**src/rtl/fb_seq_pkg.sv**
```systemverilog
// Shared types and defaults for the frame-buffer write sequencer.
// Contents:
//   FB_ADDR_W / FB_DATA_W  default frame-buffer address and colour-index widths
//   seq_state_e            sequencer FSM states
//   sel_width()            width of a select/counter for n values, never below 1
package fb_seq_pkg;

    localparam int unsigned FB_ADDR_W = 19;
    localparam int unsigned FB_DATA_W = 3;

    typedef enum logic [2:0] {
        StIdle,
        StSelect,
        StIssue,
        StWait,
        StNext,
        StDone
    } seq_state_e;

    function automatic int unsigned sel_width(input int unsigned n);
        return (n > 1) ? $clog2(n) : 1;
    endfunction

endpackage

```
**src/rtl/fb_wport_mux.sv**
```systemverilog
// Combinational NUM_CH:1 select of the engines' write buses, with optional
// per-channel colour override. The caller registers the result.
// Ports:
//   sel       active channel number
//   waddr     packed engine write addresses, channel c at [c*ADDR_W +: ADDR_W]
//   wdata     packed engine write data
//   wenable   engine write enables
//   color_en  1 = replace that channel's data with its colour
//   color     packed per-channel override colours
//   addr/data/en  selected write bus
module fb_wport_mux
    import fb_seq_pkg::*;
#(
    parameter int unsigned NUM_CH = 2,
    parameter int unsigned ADDR_W = FB_ADDR_W,
    parameter int unsigned DATA_W = FB_DATA_W
) (
    input  logic [sel_width(NUM_CH)-1:0] sel,
    input  logic [NUM_CH*ADDR_W-1:0]     waddr,
    input  logic [NUM_CH*DATA_W-1:0]     wdata,
    input  logic [NUM_CH-1:0]            wenable,
    input  logic [NUM_CH-1:0]            color_en,
    input  logic [NUM_CH*DATA_W-1:0]     color,
    output logic [ADDR_W-1:0]            addr,
    output logic [DATA_W-1:0]            data,
    output logic                         en
);

    localparam int unsigned CH_W = sel_width(NUM_CH);

    always_comb begin
        addr = '0;
        data = '0;
        en   = 1'b0;
        for (int c = 0; c < NUM_CH; c++) begin
            if (sel == CH_W'(c)) begin
                addr = waddr[c*ADDR_W +: ADDR_W];
                data = color_en[c] ? color[c*DATA_W +: DATA_W] : wdata[c*DATA_W +: DATA_W];
                en   = wenable[c];
            end
        end
    end

endmodule

```
**src/rtl/fb_write_sequencer.sv**
```systemverilog
// Time-multiplexes one frame-buffer write port among NUM_CH drawing engines.
// Channels are walked 0..NUM_CH-1; each gets ch_count[c] items issued one at a
// time over a start/finish handshake, and the active engine's writes are
// forwarded (registered) to the pixel memory.
// Ports:
//   clock, resetn            clock (rising edge), async active-low reset
//   continuous               restart at channel 0 after the last channel
//   frame_start              one-cycle trigger, honoured only when idle
//   ch_count                 items per channel, latched at frame start
//   ch_color_en / ch_color   per-channel colour override
//   ch_start / ch_index      one-hot start pulse and item index to the engine
//   ch_sel                   active channel (0 when idle)
//   ch_finish                engine done with current item
//   ch_waddr/wdata/wenable   engine write buses
//   mem_waddr/wdata/wenable  registered frame-buffer write port
//   busy, frame_done, timeout_err  status
module fb_write_sequencer
    import fb_seq_pkg::*;
#(
    parameter int unsigned NUM_CH  = 2,
    parameter int unsigned ADDR_W  = FB_ADDR_W,
    parameter int unsigned DATA_W  = FB_DATA_W,
    parameter int unsigned IDX_W   = 9,
    parameter int unsigned TIMEOUT = 4096
) (
    input  logic                         clock,
    input  logic                         resetn,
    input  logic                         continuous,
    input  logic                         frame_start,
    input  logic [NUM_CH*IDX_W-1:0]      ch_count,
    input  logic [NUM_CH-1:0]            ch_color_en,
    input  logic [NUM_CH*DATA_W-1:0]     ch_color,
    output logic [NUM_CH-1:0]            ch_start,
    output logic [IDX_W-1:0]             ch_index,
    output logic [sel_width(NUM_CH)-1:0] ch_sel,
    input  logic [NUM_CH-1:0]            ch_finish,
    input  logic [NUM_CH*ADDR_W-1:0]     ch_waddr,
    input  logic [NUM_CH*DATA_W-1:0]     ch_wdata,
    input  logic [NUM_CH-1:0]            ch_wenable,
    output logic [ADDR_W-1:0]            mem_waddr,
    output logic [DATA_W-1:0]            mem_wdata,
    output logic                         mem_wenable,
    output logic                         busy,
    output logic                         frame_done,
    output logic                         timeout_err
);

    localparam int unsigned CH_W   = sel_width(NUM_CH);
    localparam int unsigned WDOG_W = sel_width(TIMEOUT);
    localparam logic [CH_W-1:0]   LAST_CH  = CH_W'(NUM_CH - 1);
    localparam logic [WDOG_W-1:0] WDOG_MAX = (TIMEOUT == 0) ? '0 : WDOG_W'(TIMEOUT - 1);

    seq_state_e        state_q, state_d;
    logic [CH_W-1:0]   ch_q, ch_d;
    logic [IDX_W-1:0]  idx_q, idx_d;
    logic [WDOG_W-1:0] wdog_q, wdog_d;
    logic              err_q, err_d;
    logic [IDX_W-1:0]  count_q [NUM_CH];
    logic              latch;

    logic [IDX_W-1:0]  cur_count;
    logic              cur_finish;
    logic [NUM_CH-1:0] ch_onehot;
    logic [IDX_W:0]    idx_inc;
    logic              wdog_expire;

    logic [ADDR_W-1:0] mux_addr;
    logic [DATA_W-1:0] mux_data;
    logic              mux_en;
    logic [ADDR_W-1:0] mem_waddr_q;
    logic [DATA_W-1:0] mem_wdata_q;
    logic              mem_wenable_q;

    // Per-channel views of the active channel.
    always_comb begin
        cur_count  = '0;
        cur_finish = 1'b0;
        ch_onehot  = '0;
        for (int c = 0; c < NUM_CH; c++) begin
            if (ch_q == CH_W'(c)) begin
                cur_count    = count_q[c];
                cur_finish   = ch_finish[c];
                ch_onehot[c] = 1'b1;
            end
        end
    end

    // One extra bit so idx+1 never wraps before the compare.
    assign idx_inc     = {1'b0, idx_q} + 1'b1;
    assign wdog_expire = (TIMEOUT != 0) && (wdog_q == WDOG_MAX);

    always_comb begin
        state_d = state_q;
        ch_d    = ch_q;
        idx_d   = idx_q;
        wdog_d  = wdog_q;
        err_d   = err_q;
        latch   = 1'b0;
        unique case (state_q)
            StIdle: begin
                if (frame_start) begin
                    latch   = 1'b1;
                    err_d   = 1'b0;
                    ch_d    = '0;
                    idx_d   = '0;
                    state_d = StSelect;
                end
            end
            StSelect: begin
                if (cur_count == '0) begin
                    if (ch_q == LAST_CH) state_d = StDone;
                    else                 ch_d    = ch_q + 1'b1;
                end else begin
                    wdog_d  = '0;
                    state_d = StIssue;
                end
            end
            StIssue: begin
                state_d = StWait;
            end
            StWait: begin
                // Finish is only looked at here, so a held finish cannot count twice.
                if (cur_finish) begin
                    state_d = StNext;
                end else if (wdog_expire) begin
                    err_d   = 1'b1;
                    state_d = StNext;
                end else begin
                    wdog_d = wdog_q + 1'b1;
                end
            end
            StNext: begin
                if (idx_inc < {1'b0, cur_count}) begin
                    idx_d   = idx_q + 1'b1;
                    wdog_d  = '0;
                    state_d = StIssue;
                end else begin
                    idx_d = '0;
                    if (ch_q == LAST_CH) begin
                        state_d = StDone;
                    end else begin
                        ch_d    = ch_q + 1'b1;
                        state_d = StSelect;
                    end
                end
            end
            StDone: begin
                ch_d  = '0;
                idx_d = '0;
                if (continuous) begin
                    latch   = 1'b1;
                    state_d = StSelect;
                end else begin
                    state_d = StIdle;
                end
            end
            default: state_d = StIdle;
        endcase
    end

    always_ff @(posedge clock or negedge resetn) begin
        if (!resetn) begin
            state_q <= StIdle;
            ch_q    <= '0;
            idx_q   <= '0;
            wdog_q  <= '0;
            err_q   <= 1'b0;
            for (int c = 0; c < NUM_CH; c++) count_q[c] <= '0;
        end else begin
            state_q <= state_d;
            ch_q    <= ch_d;
            idx_q   <= idx_d;
            wdog_q  <= wdog_d;
            err_q   <= err_d;
            if (latch) begin
                for (int c = 0; c < NUM_CH; c++) count_q[c] <= ch_count[c*IDX_W +: IDX_W];
            end
        end
    end

    fb_wport_mux #(
        .NUM_CH (NUM_CH),
        .ADDR_W (ADDR_W),
        .DATA_W (DATA_W)
    ) u_mux (
        .sel      (ch_q),
        .waddr    (ch_waddr),
        .wdata    (ch_wdata),
        .wenable  (ch_wenable),
        .color_en (ch_color_en),
        .color    (ch_color),
        .addr     (mux_addr),
        .data     (mux_data),
        .en       (mux_en)
    );

    // Writes are suppressed in the finish cycle: the engine may already have
    // released its bus.
    always_ff @(posedge clock or negedge resetn) begin
        if (!resetn) begin
            mem_waddr_q   <= '0;
            mem_wdata_q   <= '0;
            mem_wenable_q <= 1'b0;
        end else if (state_q == StIssue || state_q == StWait) begin
            mem_waddr_q   <= mux_addr;
            mem_wdata_q   <= mux_data;
            mem_wenable_q <= mux_en && !(state_q == StWait && cur_finish);
        end else begin
            mem_wenable_q <= 1'b0;
        end
    end

    assign ch_start    = (state_q == StIssue) ? ch_onehot : '0;
    assign ch_index    = idx_q;
    assign ch_sel      = ch_q;
    assign mem_waddr   = mem_waddr_q;
    assign mem_wdata   = mem_wdata_q;
    assign mem_wenable = mem_wenable_q;
    assign busy        = (state_q != StIdle);
    assign frame_done  = (state_q == StDone);
    assign timeout_err = err_q;

endmodule

```
**config.mk**
```make
export PLATFORM = sky130hd
export DESIGN_NAME = fb_write_sequencer
export DESIGN_NICKNAME = d
export VERILOG_FILES = /design/src/rtl/fb_seq_pkg.sv /design/src/rtl/fb_wport_mux.sv /design/src/rtl/fb_write_sequencer.sv
export SDC_FILE = /design/constraint.sdc
export NUM_CORES = 1
export LEC_CHECK = 0
export BUFFER_PORTS_ARGS = -buffer_cell sky130_fd_sc_hd__buf_2
export CORE_MARGIN = 5
export CORE_UTILIZATION = 51
export DETAILED_ROUTE_END_ITERATION = 10
export PLACE_DENSITY = 0.8
export SYNTH_ARGS = -nofsm -noshare
export SYNTH_HDL_FRONTEND = slang
export SYNTH_SLANG_ARGS = --single-unit
```
**constraint.sdc**
```tcl
create_clock -name clock -period 4.13 [get_ports clock]
set_clock_uncertainty 0.05 [all_clocks]
set_input_delay 0 -clock clock [delete_from_list [all_inputs] [get_ports clock]]
set_output_delay 0 -clock clock [all_outputs]
set_load 0.005 [all_outputs]
```
=== Word-level counts from Yosys, hierarchy flattened ===
Cells that the tools add are included.

* Output and inout bits: 38
* Register bits: 67

* $add $sub $neg: 4
* Reduce and logical (&&, ||, !) cells: 16
* Muxes and demuxes: 39
* Magnitude comparators: 1
* Eq/ne operators: 16

{| class="wikitable"
|+ Operators by type and width
! kind !! count
|-
| $mux W12 || 4
|-
| $pmux W12 S3 || 1
|-
| $mux W3 || 10
|-
| $mux W9 || 3
|-
| $pmux W9 S3 || 1
|-
| $mux W19 || 1
|-
| $pmux W3 S6 || 1
|-
| $ne A2 B2 Y1 const B || 8
|-
| $mux W1 || 14
|-
| $add A12 B1 Y12 const B || 1
|-
| $eq A12 B12 Y1 const B || 1
|-
| $add A9 B1 Y10 const B || 1
|-
| $lt A10 B9 Y1 || 1
|-
| $add A9 B1 Y9 const B || 1
|-
| $logic_not A9 Y1 || 1
|-
| $reduce_bool A3 Y1 || 3
|-
| $reduce_and A4 Y1 || 2
|-
| $eq A3 B2 Y1 const B || 2
|-
| $eq A3 B3 Y1 const B || 2
|-
| $ne A3 B3 Y1 const B || 2
|-
| $reduce_and A5 Y1 || 1
|-
| $pmux W1 S2 || 2
|-
| $pmux W1 S4 || 1
|-
| $reduce_bool A4 Y1 || 1
|-
| 10 further kinds || 11
|}

=== Longest topological paths before layout ===
* Depth in word-level cells: 5
* Depth in mapped cells: 13
* Gate-level depth less buffers: 10

=== By module ===
A second synthesis with hierarchy kept.

* Cell total of the unflattened synthesis: 378
* Area, all modules: 3823.7 µm²

{| class="wikitable"
|+ Modules (own cells, without submodules)
! module !! area an instance (µm²) !! times used !! seq. area each (µm²) !! cells each
|-
| fb_write_sequencer || 3393.3 || 1 || 1676.6 || 346
|-
| fb_wport_mux || 430.4 || 1 || 0.0 || 32
|}

=== Worst setup path after synthesis ===
No wires, ideal clock.

* Path kind: register to register
* From: register idx_q[0], in the netlist ch_index[0]
* To: register wdog_q[3]
* Buffers on the path: 0
* Arrival time: 3032 ps
* Slack: 922 ps
* Clock period less this slack: 3208 ps
* Cell stages (with the launch flop): 11
* Required time: 3954 ps
* Cells stage by stage: dfrtp_1 and3_1 and3_1 nor2b_1 or2_2 ha_1 and3_1 a221oi_1 a21oi_2 or4_4 a221o_1

* Cells in the longest elaborated chain, start to end: 4

{| class="wikitable"
|+ Ends and longest elaborated chain
! what !! RTL line !! text
|-
| start: declaration || fb_write_sequencer.sv:55 || <nowiki>logic [IDX_W-1:0] idx_q, idx_d;</nowiki>
|-
| start signal: assignment || fb_write_sequencer.sv:172 || <nowiki>idx_q <= idx_d;</nowiki>
|-
| $add A9 B1 Y10 || fb_write_sequencer.sv:89 || <nowiki>assign idx_inc = {1'b0, idx_q} + 1'b1;</nowiki>
|-
| $lt A10 B9 Y1 || fb_write_sequencer.sv:133 || <nowiki>if (idx_inc < {1'b0, cur_count}) begin</nowiki>
|-
| $ne A2 B2 Y1 (no line) || -- ||
|-
| $reduce_and A5 Y1 (no line) || -- ||
|-
| end signal: assignment || fb_write_sequencer.sv:173 || <nowiki>wdog_q <= wdog_d;</nowiki>
|-
| end: declaration || fb_write_sequencer.sv:56 || <nowiki>logic [WDOG_W-1:0] wdog_q, wdog_d;</nowiki>
|}

No other way between the ends.
A chain may end at the register's enable or synchronous reset.

=== Final worst setup path ===
Same ends and word-level chain as after synthesis.

==> flow_metrics.py <==
metrics = {
    "run_status": {
        "status": "completed",
    },
    "clock_tree": {
        "cts.sinks": 67,
        "numCtsBuffers": 9,
        "cts_hold_buf": 61,
        "clock_latency_ns": 0.35,
        "cts-root-buf": "clkbuf_8",
        "clk_pin_slew_ns": 0.08,
        "htree_levels": 3,
        "tritoncts": "built",
        "clk_path_buf_depth": 2,
        "ctsResizeCount": 0,
        "post_cts_buffers": 0,
    },
    "worst_setup_path": {
        "crit_type": "reg -> reg",
        "ff2ff_path_depth": 10,
        "rr_endpoint": "wdog_q[3]",
        "r2r_slack_ns": 0.62,
        "cp-start-kind": "flip-flop",
        "cp-end-kind": "flip-flop",
        "cp_data_required_time_ns": 4.31,
        "crit_fanout": 8,
        "timing.rr.start": "ch_index[0]",
        "cp.arrival_ns": 3.70,
    },
    "yosys": {
        "async_flop_share": 1.00,
        "syn_avg_cell_area_um2": 10.1,
        "synth_area_um2": 3690,
        "ys_types": 59,
        "synth_nets": 453,
        "yosysSeqAreaShare": 0.454,
        "synth_ff_type": "dfrtp_1",
        "syn_inst": 365,
        "synth_enable_flop_cells": 0,
        "ys_seq_elements": 67,
        "yosysWarnings": 0,
    },
    "timing": {
        "relSlewSlack": 0.217,
        "period_minus_slack_ns": 3.51,
        "worst_slew_pin_slew_ns": 1.17,
        "period_share": 0.851,
        "drv_slew": 0,
        "hold_viol": 0,
        "max_clock_freq_mhz": 285,
        "setup_viol": 0,
        "tns_ns": 0,
        "final.setup.worst_slack_ns": 0.616,
        "rsz0062_at_grt": "false",
    },
    "pwr": {
        "p_sw_frac": 0.402,
        "switchingPower_mw": 1.27,
        "comb_power_share": 0.451,
        "p_int_mw": 1.89,
        "seqPwrFrac": 0.371,
        "clkPwrFrac": 0.178,
        "p_leak_nw": 2.48,
        "ir_drop_mv": 0.422,
        "p_per_area_nw_per_um2": 614,
    },
    "place": {
        "portBuffers": 115,
        "place_congestion": 0.908,
        "hpwl_um": 7030,
        "preCtsSetupSlack_ns": 0.746,
    },
    "final_layout": {
        "final_common_cell": "buf_2",
        "area_growth_pct": 39.6,
        "drive_above_1_share": 0.299,
        "final_util": 0.722,
        "most-common-layout-cells": "buf_2 (115), dfrtp_1 (66), dlygate4sd3_1 (61)",
        "layout.nets": 624,
        "fillerInstances": 491,
    },
    "hold_path": {
        "hold_path_class": "in -> reg",
        "hold_end": "mem_wdata[2]",
        "min_path_cells": 5,
        "min_from": "ch_wdata[5]",
    },
    "route": {
        "drt_wl_total_um": 11500,
        "dr.pass1.iters": 5,
        "vias_per_cell": 5.81,
        "vias": 3724,
        "wl_per_cell_um": 17.9,
        "drt_first_iter_violations": 194,
        "drc": 0,
        "ant_nets": 0,
    },
    "die": {
        "core_um2": 7140,
        "die_y_um": 95.1,
        "dieWidth_um": 95.1,
        "fp.dieArea_um2": 9040,
        "rows": 31,
        "io_pins": 116,
        "initial_core_util": 0.517,
    },
    "global_routing": {
        "met2_usage": 0.485,
        "grt_overflow_total": 0,
        "grt.met3_usage": 0.0552,
        "grt_max_degree": 43,
        "antenna_found_initial": 0,
        "grt_pass1_vias": 3869,
        "busiest_layer": "met2",
        "grt_use_met1": 0.283,
        "grt_use_total": 0.262,
        "grt_pass1_wl_um": 18300,
    },
    "job": {
        "maxCapViolCount": 0,
    },
}
-- routing by layer --
| layer | vias to the layer above | wire length (um) |
|---|---|---|
| met2 | 174 | 6240 |
| met5 | - | 0 |
| met3 | 44 | 691 |
| met1 | 1812 | 4090 |
| li1 | 1694 | - |
| met4 | 0 | 468 |
-- worst max-delay path by stage --
stage / slack (ns) / startpoint / cells after the start / endpoint
floorplan: 0.92 / ch_index[0] / 10 / wdog_q[3]
global placement: 0.83 / ch_index[0] / 10 / wdog_q[3]
detailed placement: 0.75 / ch_index[0] / 10 / wdog_q[3]
CTS: 0.66 / ch_index[0] / 10 / wdog_q[3]
global route: 0.55 / ch_index[0] / 10 / wdog_q[3]
finish: 0.62 / ch_index[0] / 10 / wdog_q[3]
-- power groups by stage --
stage                     sequential [mW]  clock, mW  combinational, mW
after global routing                 1.20      0.589               1.58
after detailed placement             1.16          0               1.26
after floorplan                      1.06          0              0.929
after CTS                            1.15      0.561               1.38
after global placement               1.15          0               1.21
final                                1.17      0.563               1.43
-- final cells by class --
type                    count  area, um^2  share of cell area
clock inverters             6        63.8              0.0124
inverters                   7        26.3             0.00510
repair buffers            180        1220               0.236
well taps                  99         124              0.0240
diodes                      1        2.50            0.000486
clock buffers              10         138              0.0267
flip-flops and latches     67        1680               0.326
multi-input cells         271        1910               0.370
-- stage by stage --
| stage | cells | power (mW) | instance area [um^2] | hold WS (ns) |
|---|---|---|---|---|
| 6_report | 641 | 3.16 | 5150 | 0.0280 |
| 5_1_grt | 640 | 3.37 | 5150 | 0.0737 |
| 4_1_cts | 640 | 3.09 | 5150 | 0.0220 |
| 3_5_place_dp | 563 | 2.42 | 4340 | -0.00799 |
| 3_3_place_gp | 563 | 2.35 | 4340 | -0.00800 |
| 2_1_floorplan | 365 | 1.99 | 3690 | -0.346 |
-- worst max-delay path: stages, from the launching register on --
cell and delay (ns):
dfrtp_1 0.46, and3_1 0.22, and3_1 0.19, nor2b_1 0.14
or2_2 0.28, ha_1 0.32, and3_1 0.18, a221oi_1 0.43
a21oi_2 0.19, or4_4 0.58, a221o_1 0.35
-- flip-flops by register name (all words and copies together) (netlist names) --
| signal | cells |
|---|---|
| mem_wdata | 3 |
| timeout_err | 1 |
| ch_sel | 1 |
| state_q | 3 |
| wdog_q | 12 |
| count_q | 18 |
| mem_wenable | 1 |
| ch_index | 9 |
| mem_waddr | 19 |
-- cell families (layout without fill, tap and decap cells) --
| family | count (synthesis) | after routing | synth area share |
|---|---|---|---|
| xor+xnor | 5 | 5 | 0.0119 |
| buf+inv | 27 | 203 | 0.0295 |
| fa+ha+maj | 10 | 10 | 0.0339 |
| mux | 56 | 56 | 0.159 |
| other cells | 0 | 1 | 0 |
| simple gates | 110 | 110 | 0.154 |
| flops | 67 | 67 | 0.454 |
| compound gates | 90 | 90 | 0.158 |
-- synth_stat cells (all sizes together) (2+ instances only) --
cell type,count,share of area
and3,9,0.015
o21a,4,0.0081
xnor2,4,0.0095
nor2b,2,0.0034
o22a,2,0.0047
nor4,8,0.015
a21oi,21,0.031
nand4,4,0.0068
a211oi,2,0.0041
nor2,14,0.015
nand2,38,0.039
a31oi,9,0.015
a21o,4,0.0081
clkbuf,15,0.015
dfrtp,67,0.45
o21ai,27,0.037
or3,2,0.0034
o22ai,2,0.0034
nand3,15,0.020
a41oi,2,0.0047
nor3,4,0.0054
ha,10,0.034
inv,7,0.0071
mux2,22,0.067
mux2i,34,0.092
a32o,2,0.0054
a21boi,3,0.0061
nor3b,2,0.0041
buf,5,0.0071
o31ai,2,0.0041
nand2b,3,0.0051
No activity file was read; power rests on OpenSTA's default activity.
